--- src/rtl/red_pitaya_daisy_pkg.sv ---
// Shared encodings for the daisy-chain link: FSM state codes, TX source selects and
// the fixed length of the test-statistics clear phase.
package red_pitaya_daisy_pkg;

    typedef enum logic [2:0] {
        StIdle    = 3'd0,
        StEnable  = 3'd1,
        StTrain   = 3'd2,
        StTestClr = 3'd3,
        StTest    = 3'd4,
        StLinkUp  = 3'd5,
        StRestart = 3'd6,
        StFail    = 3'd7
    } link_state_e;

    localparam logic [2:0] SEL_OFF   = 3'd0;
    localparam logic [2:0] SEL_USER  = 3'd1;
    localparam logic [2:0] SEL_MAN   = 3'd2;
    localparam logic [2:0] SEL_TRAIN = 3'd3;
    localparam logic [2:0] SEL_LOOP  = 3'd4;
    localparam logic [2:0] SEL_TEST  = 3'd5;

    localparam int unsigned TEST_CLR_LEN = 16;

endpackage

--- src/rtl/red_pitaya_sync_bit.sv ---
// Two-flop single-bit synchronizer with synchronous active-low reset.
module red_pitaya_sync_bit (
    input  logic clk_i,
    input  logic rstn_i,
    input  logic d_i,
    output logic q_o
);

    logic meta_q;
    logic sync_q;

    always_ff @(posedge clk_i) begin
        if (!rstn_i) begin
            meta_q <= 1'b0;
            sync_q <= 1'b0;
        end else begin
            meta_q <= d_i;
            sync_q <= meta_q;
        end
    end

    assign q_o = sync_q;

endmodule

--- src/rtl/red_pitaya_daisy_link_ctrl.sv ---
// Daisy-chain link bring-up sequencer: enable, train, optional random-data test, user data.
// Define RP_DAISY_LINK_TEST_EN to include the TEST_CLR/TEST phases and counter evaluation.
module red_pitaya_daisy_link_ctrl import red_pitaya_daisy_pkg::*; #(
    parameter int unsigned EN_DLY    = 1024,
    parameter int unsigned TRAIN_TO  = 1048576,
    parameter int unsigned TEST_LEN  = 65536,
    parameter int unsigned MAX_RETRY = 3
) (
    input  logic        sys_clk_i,
    input  logic        sys_rstn_i,
    input  logic        start_i,
    input  logic        stop_i,
    input  logic        rx_trained_i,
    input  logic [31:0] tst_err_cnt_i,
    input  logic [31:0] tst_dat_cnt_i,
    output logic        cfg_tx_en_o,
    output logic        cfg_rx_en_o,
    output logic        cfg_rx_train_o,
    output logic [2:0]  cfg_tx_sel_o,
    output logic        cfg_tst_clr_o,
    output logic [2:0]  state_o,
    output logic [7:0]  retry_cnt_o,
    output logic        link_up_o,
    output logic        fail_o
);

    localparam logic [23:0] EnLast    = 24'(EN_DLY - 1);
    localparam logic [23:0] TrainLast = 24'(TRAIN_TO - 1);
    localparam logic [7:0]  RetryMax  = 8'(MAX_RETRY);

    link_state_e state_q, state_d;
    logic [23:0] timer_q;
    logic [7:0]  retry_q, retry_d;
    logic        trn_s;
    logic        att_fail;

    logic        tx_en_d, rx_en_d, rx_train_d, link_up_d, fail_d;
    logic [2:0]  tx_sel_d;
    logic        tx_en_q, rx_en_q, rx_train_q, link_up_q, fail_q;
    logic [2:0]  tx_sel_q;

`ifdef RP_DAISY_LINK_TEST_EN
    localparam logic [23:0] ClrLast  = 24'(TEST_CLR_LEN - 1);
    localparam logic [23:0] TestLast = 24'(TEST_LEN - 1);

    logic        eval_q, eval_d;
    logic [2:0]  eval_cnt_q, eval_cnt_d;
    logic [31:0] err_smp_q, dat_smp_q;
    logic        smp_stable;
    logic        tst_clr_d, tst_clr_q;

    assign smp_stable = (tst_err_cnt_i == err_smp_q) && (tst_dat_cnt_i == dat_smp_q);
`else
    logic unused_tst;
    assign unused_tst = ^{tst_err_cnt_i, tst_dat_cnt_i, TEST_LEN};
`endif

    red_pitaya_sync_bit u_sync_trn (
        .clk_i  (sys_clk_i),
        .rstn_i (sys_rstn_i),
        .d_i    (rx_trained_i),
        .q_o    (trn_s)
    );

    always_comb begin
        state_d  = state_q;
        retry_d  = retry_q;
        att_fail = 1'b0;
`ifdef RP_DAISY_LINK_TEST_EN
        eval_d     = eval_q;
        eval_cnt_d = eval_cnt_q;
`endif
        unique case (state_q)
            StIdle: begin
                if (start_i) begin
                    state_d = StEnable;
                    retry_d = 8'd0;
                end
            end
            StEnable: begin
                if (timer_q == EnLast) state_d = StTrain;
            end
            StTrain: begin
                if (trn_s) begin
`ifdef RP_DAISY_LINK_TEST_EN
                    state_d = StTestClr;
`else
                    state_d = StLinkUp;
`endif
                end else if (timer_q == TrainLast) begin
                    att_fail = 1'b1;
                end
            end
`ifdef RP_DAISY_LINK_TEST_EN
            StTestClr: begin
                if (timer_q == ClrLast) state_d = StTest;
            end
            StTest: begin
                // Foreign-domain counters are trusted only once two consecutive samples agree.
                if (eval_q) begin
                    eval_cnt_d = eval_cnt_q + 3'd1;
                    if (smp_stable) begin
                        if (tst_err_cnt_i == 32'd0 && tst_dat_cnt_i != 32'd0) begin
                            state_d = StLinkUp;
                        end else begin
                            att_fail = 1'b1;
                        end
                    end else if (eval_cnt_q == 3'd7) begin
                        att_fail = 1'b1;
                    end
                end else if (timer_q == TestLast) begin
                    eval_d     = 1'b1;
                    eval_cnt_d = 3'd1;
                end
            end
`endif
            StLinkUp: begin
                if (!trn_s) att_fail = 1'b1;
            end
            StRestart: begin
                if (timer_q == EnLast) state_d = StEnable;
            end
            StFail: begin
                if (start_i) begin
                    state_d = StEnable;
                    retry_d = 8'd0;
                end
            end
            default: state_d = StIdle;
        endcase

        if (att_fail) begin
            if (retry_q < RetryMax) begin
                retry_d = retry_q + 8'd1;
                state_d = StRestart;
            end else begin
                state_d = StFail;
            end
        end

        if (stop_i) begin
            state_d = StIdle;
            retry_d = retry_q;
        end

`ifdef RP_DAISY_LINK_TEST_EN
        if (state_d != StTest) eval_d = 1'b0;
`endif
    end

    // Outputs decode the next state so they register on the same edge as state_o.
    always_comb begin
        tx_en_d    = 1'b0;
        rx_en_d    = 1'b0;
        rx_train_d = 1'b0;
        tx_sel_d   = SEL_OFF;
        link_up_d  = 1'b0;
        fail_d     = 1'b0;
`ifdef RP_DAISY_LINK_TEST_EN
        tst_clr_d  = 1'b0;
`endif
        unique case (state_d)
            StEnable: begin
                tx_en_d  = 1'b1;
                rx_en_d  = 1'b1;
                tx_sel_d = SEL_TRAIN;
            end
            StTrain: begin
                tx_en_d    = 1'b1;
                rx_en_d    = 1'b1;
                rx_train_d = 1'b1;
                tx_sel_d   = SEL_TRAIN;
            end
`ifdef RP_DAISY_LINK_TEST_EN
            StTestClr: begin
                tx_en_d   = 1'b1;
                rx_en_d   = 1'b1;
                tst_clr_d = 1'b1;
                tx_sel_d  = SEL_TEST;
            end
            StTest: begin
                tx_en_d  = 1'b1;
                rx_en_d  = 1'b1;
                tx_sel_d = SEL_TEST;
            end
`endif
            StLinkUp: begin
                tx_en_d   = 1'b1;
                rx_en_d   = 1'b1;
                tx_sel_d  = SEL_USER;
                link_up_d = 1'b1;
            end
            StFail:  fail_d = 1'b1;
            default: ;
        endcase
    end

    always_ff @(posedge sys_clk_i) begin
        if (!sys_rstn_i) begin
            state_q    <= StIdle;
            timer_q    <= 24'd0;
            retry_q    <= 8'd0;
            tx_en_q    <= 1'b0;
            rx_en_q    <= 1'b0;
            rx_train_q <= 1'b0;
            tx_sel_q   <= SEL_OFF;
            link_up_q  <= 1'b0;
            fail_q     <= 1'b0;
        end else begin
            state_q    <= state_d;
            timer_q    <= (state_d != state_q) ? 24'd0 : timer_q + 24'd1;
            retry_q    <= retry_d;
            tx_en_q    <= tx_en_d;
            rx_en_q    <= rx_en_d;
            rx_train_q <= rx_train_d;
            tx_sel_q   <= tx_sel_d;
            link_up_q  <= link_up_d;
            fail_q     <= fail_d;
        end
    end

`ifdef RP_DAISY_LINK_TEST_EN
    always_ff @(posedge sys_clk_i) begin
        if (!sys_rstn_i) begin
            eval_q     <= 1'b0;
            eval_cnt_q <= 3'd0;
            err_smp_q  <= 32'd0;
            dat_smp_q  <= 32'd0;
            tst_clr_q  <= 1'b0;
        end else begin
            eval_q     <= eval_d;
            eval_cnt_q <= eval_cnt_d;
            err_smp_q  <= tst_err_cnt_i;
            dat_smp_q  <= tst_dat_cnt_i;
            tst_clr_q  <= tst_clr_d;
        end
    end

    assign cfg_tst_clr_o = tst_clr_q;
`else
    assign cfg_tst_clr_o = 1'b0;
`endif

    assign cfg_tx_en_o    = tx_en_q;
    assign cfg_rx_en_o    = rx_en_q;
    assign cfg_rx_train_o = rx_train_q;
    assign cfg_tx_sel_o   = tx_sel_q;
    assign state_o        = state_q;
    assign retry_cnt_o    = retry_q;
    assign link_up_o      = link_up_q;
    assign fail_o         = fail_q;

endmodule

--- config.mk ---
export PLATFORM = sky130hd
export DESIGN_NAME = red_pitaya_daisy_link_ctrl
export DESIGN_NICKNAME = d
export VERILOG_FILES = /design/src/rtl/red_pitaya_daisy_pkg.sv /design/src/rtl/red_pitaya_sync_bit.sv /design/src/rtl/red_pitaya_daisy_link_ctrl.sv
export SDC_FILE = /design/constraint.sdc
export NUM_CORES = 1
export LEC_CHECK = 0
export ABC_AREA = 0
export CAP_MARGIN = 20
export CORE_MARGIN = 2
export CORE_UTILIZATION = 42
export CTS_BUF_LIST = sky130_fd_sc_hd__clkbuf_16
export CTS_CLUSTER_SIZE = 10
export DETAILED_ROUTE_END_ITERATION = 10
export MAX_ROUTING_LAYER = met4
export PLACE_DENSITY = 0.82
export SETUP_SLACK_MARGIN = 0.2
export SYNTH_ARGS = -nofsm -noshare
export SYNTH_HDL_FRONTEND = slang
export SYNTH_SLANG_ARGS = --single-unit
export TNS_END_PERCENT = 10
--- constraint.sdc ---
create_clock -name sys_clk_i -period 2.81 [get_ports sys_clk_i]
set_input_delay 0.4215 -clock sys_clk_i [delete_from_list [all_inputs] [get_ports sys_clk_i]]
set_output_delay 0.4215 -clock sys_clk_i [all_outputs]
set_load 0.01 [all_outputs]
==> run metrics <==
area leader, netlist=dfxtp_1; post-route antenna net violation count=0; Data required, critical path=2970 ps; share of the synthesized area in the top cell type=0.425; clk_skew=2.61 ps; crit-path max FO=10; initial antenna violation count=0; clock tree buffer depth=2; CTS root buffer=clkbuf_16; routed wl met3=approximately 200 um; DP Area=around 2300 um2; drc violations=0; yosys synthesis warning count=0; routed len/inst=~14 um; Seq/Total Area, Yosys=0.425; clk slew on worst S/H paths=around 60 ps; clock latency on the worst-skew pair=280 ps; Syn Std Cell Area=2020 um2; Ports=89; worst-margin pin slew=544 ps; FP Rows=25; Max-slew headroom=0.636; P per Cell Area=approximately 530 nW/um2; H-tree lvl count=2; setup TNS=0 ps; Critical Path Start Type=flip-flop; Max Slew Vio Count=0; n_diodes=0; Final Non-Filler Cells=around 320; drt via density=roughly 5.5; Starting Density=0.431; number of global-route vias before repair=1675; Final period util=0.920; Die W=between 70 and 80 um; Mean Syn Cell Area=8.96 um2; design area=around 2700 um2; CTS Buf Count=5; routability cong.=between 0.9 and 1; clock sink count=43; met2 WL post-DR=roughly 2300 um; DRT met1 WL=a little over 2000 um; dpl ws=approximately 64 ps; GRT Total Usage=0.191; fin util=0.585; status=finished clean; CTS tree=yes; Max VDD drop=between 0.2 and 0.3 mV; final setup fails=0; first-pass GRT wire length=between 7000 and 8000 um; Post-synth EDFFs=0; DR vias=approximately 1.8k; Power, Total=between 1 and 1.5 mW; Synth async-reset ratio=0; Final HPWL DP=2740 um; placed instance count=roughly 300; GRT overflow=0; Max-Cap Viols=0; Post-Synthesis Cells=226; Max Clk Rate=387 MHz; Chip Height=~73 um; RSZ-0062 raised after global routing=yes; Core ar.=~4700 um2; hold buffer count at cts=0; post-route worst setup slack=225 ps; CP Class=reg -> reg; layout cell share with drive strength beyond 1=0.219; most frequent cells in the layout=40 x dfxtp_1, 29 x nor2_1, 22 x clkdlybuf4s50_1; post-synthesis cell type count=47; Min Hold Slack=434 ps; drt pass-1 iters=4; max layer used=met4; commonest non-fill, non-tap cell in the layout=dfxtp_1; Setup crit end kind=flip-flop; min Tclk post-route=around 2600 ps; Yosys reg bits=43; Static Leak=1.03 nW; P&R area growth vs syn=35.6%; DRT iter0 DRCs=around 120; worst hold path type=reg -> reg; I/O Buffers=22; fillers=370; fin nets=around 340; critical path arrival=approximately 2800 ps; DRT Wirelength=about 4700 um; die area=about 5400 um2; largest cells by area after synthesis=dfxtp_1 43%, xor2_1 6.9%, nor2_1 6.9%; Most used DFF post-synth=dfxtp_1; pin count of the biggest net entering global routing=15; final hold viol count=0
## path summary, 6_finish.rpt
path         cells past startpoint        endpoint         startpoint  slack (ps)
min                              1  u_sync_trn.q_o  u_sync_trn.meta_q         430
max reg2reg                      8     timer_q[20]         state_o[2]         220
min reg2reg                      1  u_sync_trn.q_o  u_sync_trn.meta_q         430
max                              8     timer_q[20]         state_o[2]         220
## cell usage after synthesis (all sizes together), types with 2 or more instances
cell type  count
nor2          38
nor3           8
inv            7
clkbuf         2
xor2          16
nand3         10
nor4           4
or4            4
a21o           2
and3           4
nand4          6
ha             2
nand2         19
o221ai         2
buf            7
and2           9
xnor2          6
a21oi          6
o21ai          4
dfxtp         43
a211oi         2
and4           3
nor2b          5
## cells by family (layout without fill, tap and decap cells)
logic type	Yosys count	count (layout)	synth area share
xor gates and xnor gates	22	22	0.0952
DFF	43	43	0.425
adders and majority gates	2	2	0.0124
and+or+nand+nor	113	113	0.295
other	1	2	0.00185
AOI/OAI and AO/OA	29	31	0.126
buffers and inverters	16	56	0.0439
## timing repair
item,CTS,global route
buffers inserted,9,1
hold endpoints to repair,0,0
endpoints found under the setup margin,24,24
pin swaps,15,9
gates resized for setup,18,12
cloned,2,0
## sequential cells by signal, indices dropped and copies added, names as in the netlist
name,count
timer_q,24
retry_cnt_o,8
state_o,3
cfg_tx_sel_o,2
cfg_rx_en_o,1
cfg_rx_train_o,1
fail_o,1
link_up_o,1
u_sync_trn.meta_q,1
u_sync_trn.q_o,1
## cell type report
cell class                 count  area (um2)  share of cell area
multi-input combinational    170        1220               0.443
sequential                    43         865               0.315
timing repair buffer          41         378               0.138
clock buffer                   5         125              0.0456
clock inverter                 3        67.6              0.0246
tap                           54        67.6              0.0246
inverter                       7        26.3             0.00957
## power by group
group	internal, mW	leakage, nW	switching [mW]	total, mW
logic	0.0428	0.589	0.0538	0.0966
clock network	0.509	0.0900	0.235	0.744
registers	0.617	0.349	0.00578	0.623
## critical path: stages (launching register included)
cell and delay (ps):
dfxtp_1 590, inv_1 180, and3_1 250, a221o_1 370
o31ai_2 330, a211oi_2 120, buf_4 190, o221ai_4 330
nor2_1 100
## layer usage
layer,vias to the layer above,global-route usage
li1,877,-
met1,838,0.221
met2,50,0.318
met3,8,0.0508
met4,0,0.0667
met5,-,-
No activity file was read; power rests on OpenSTA's default activity.
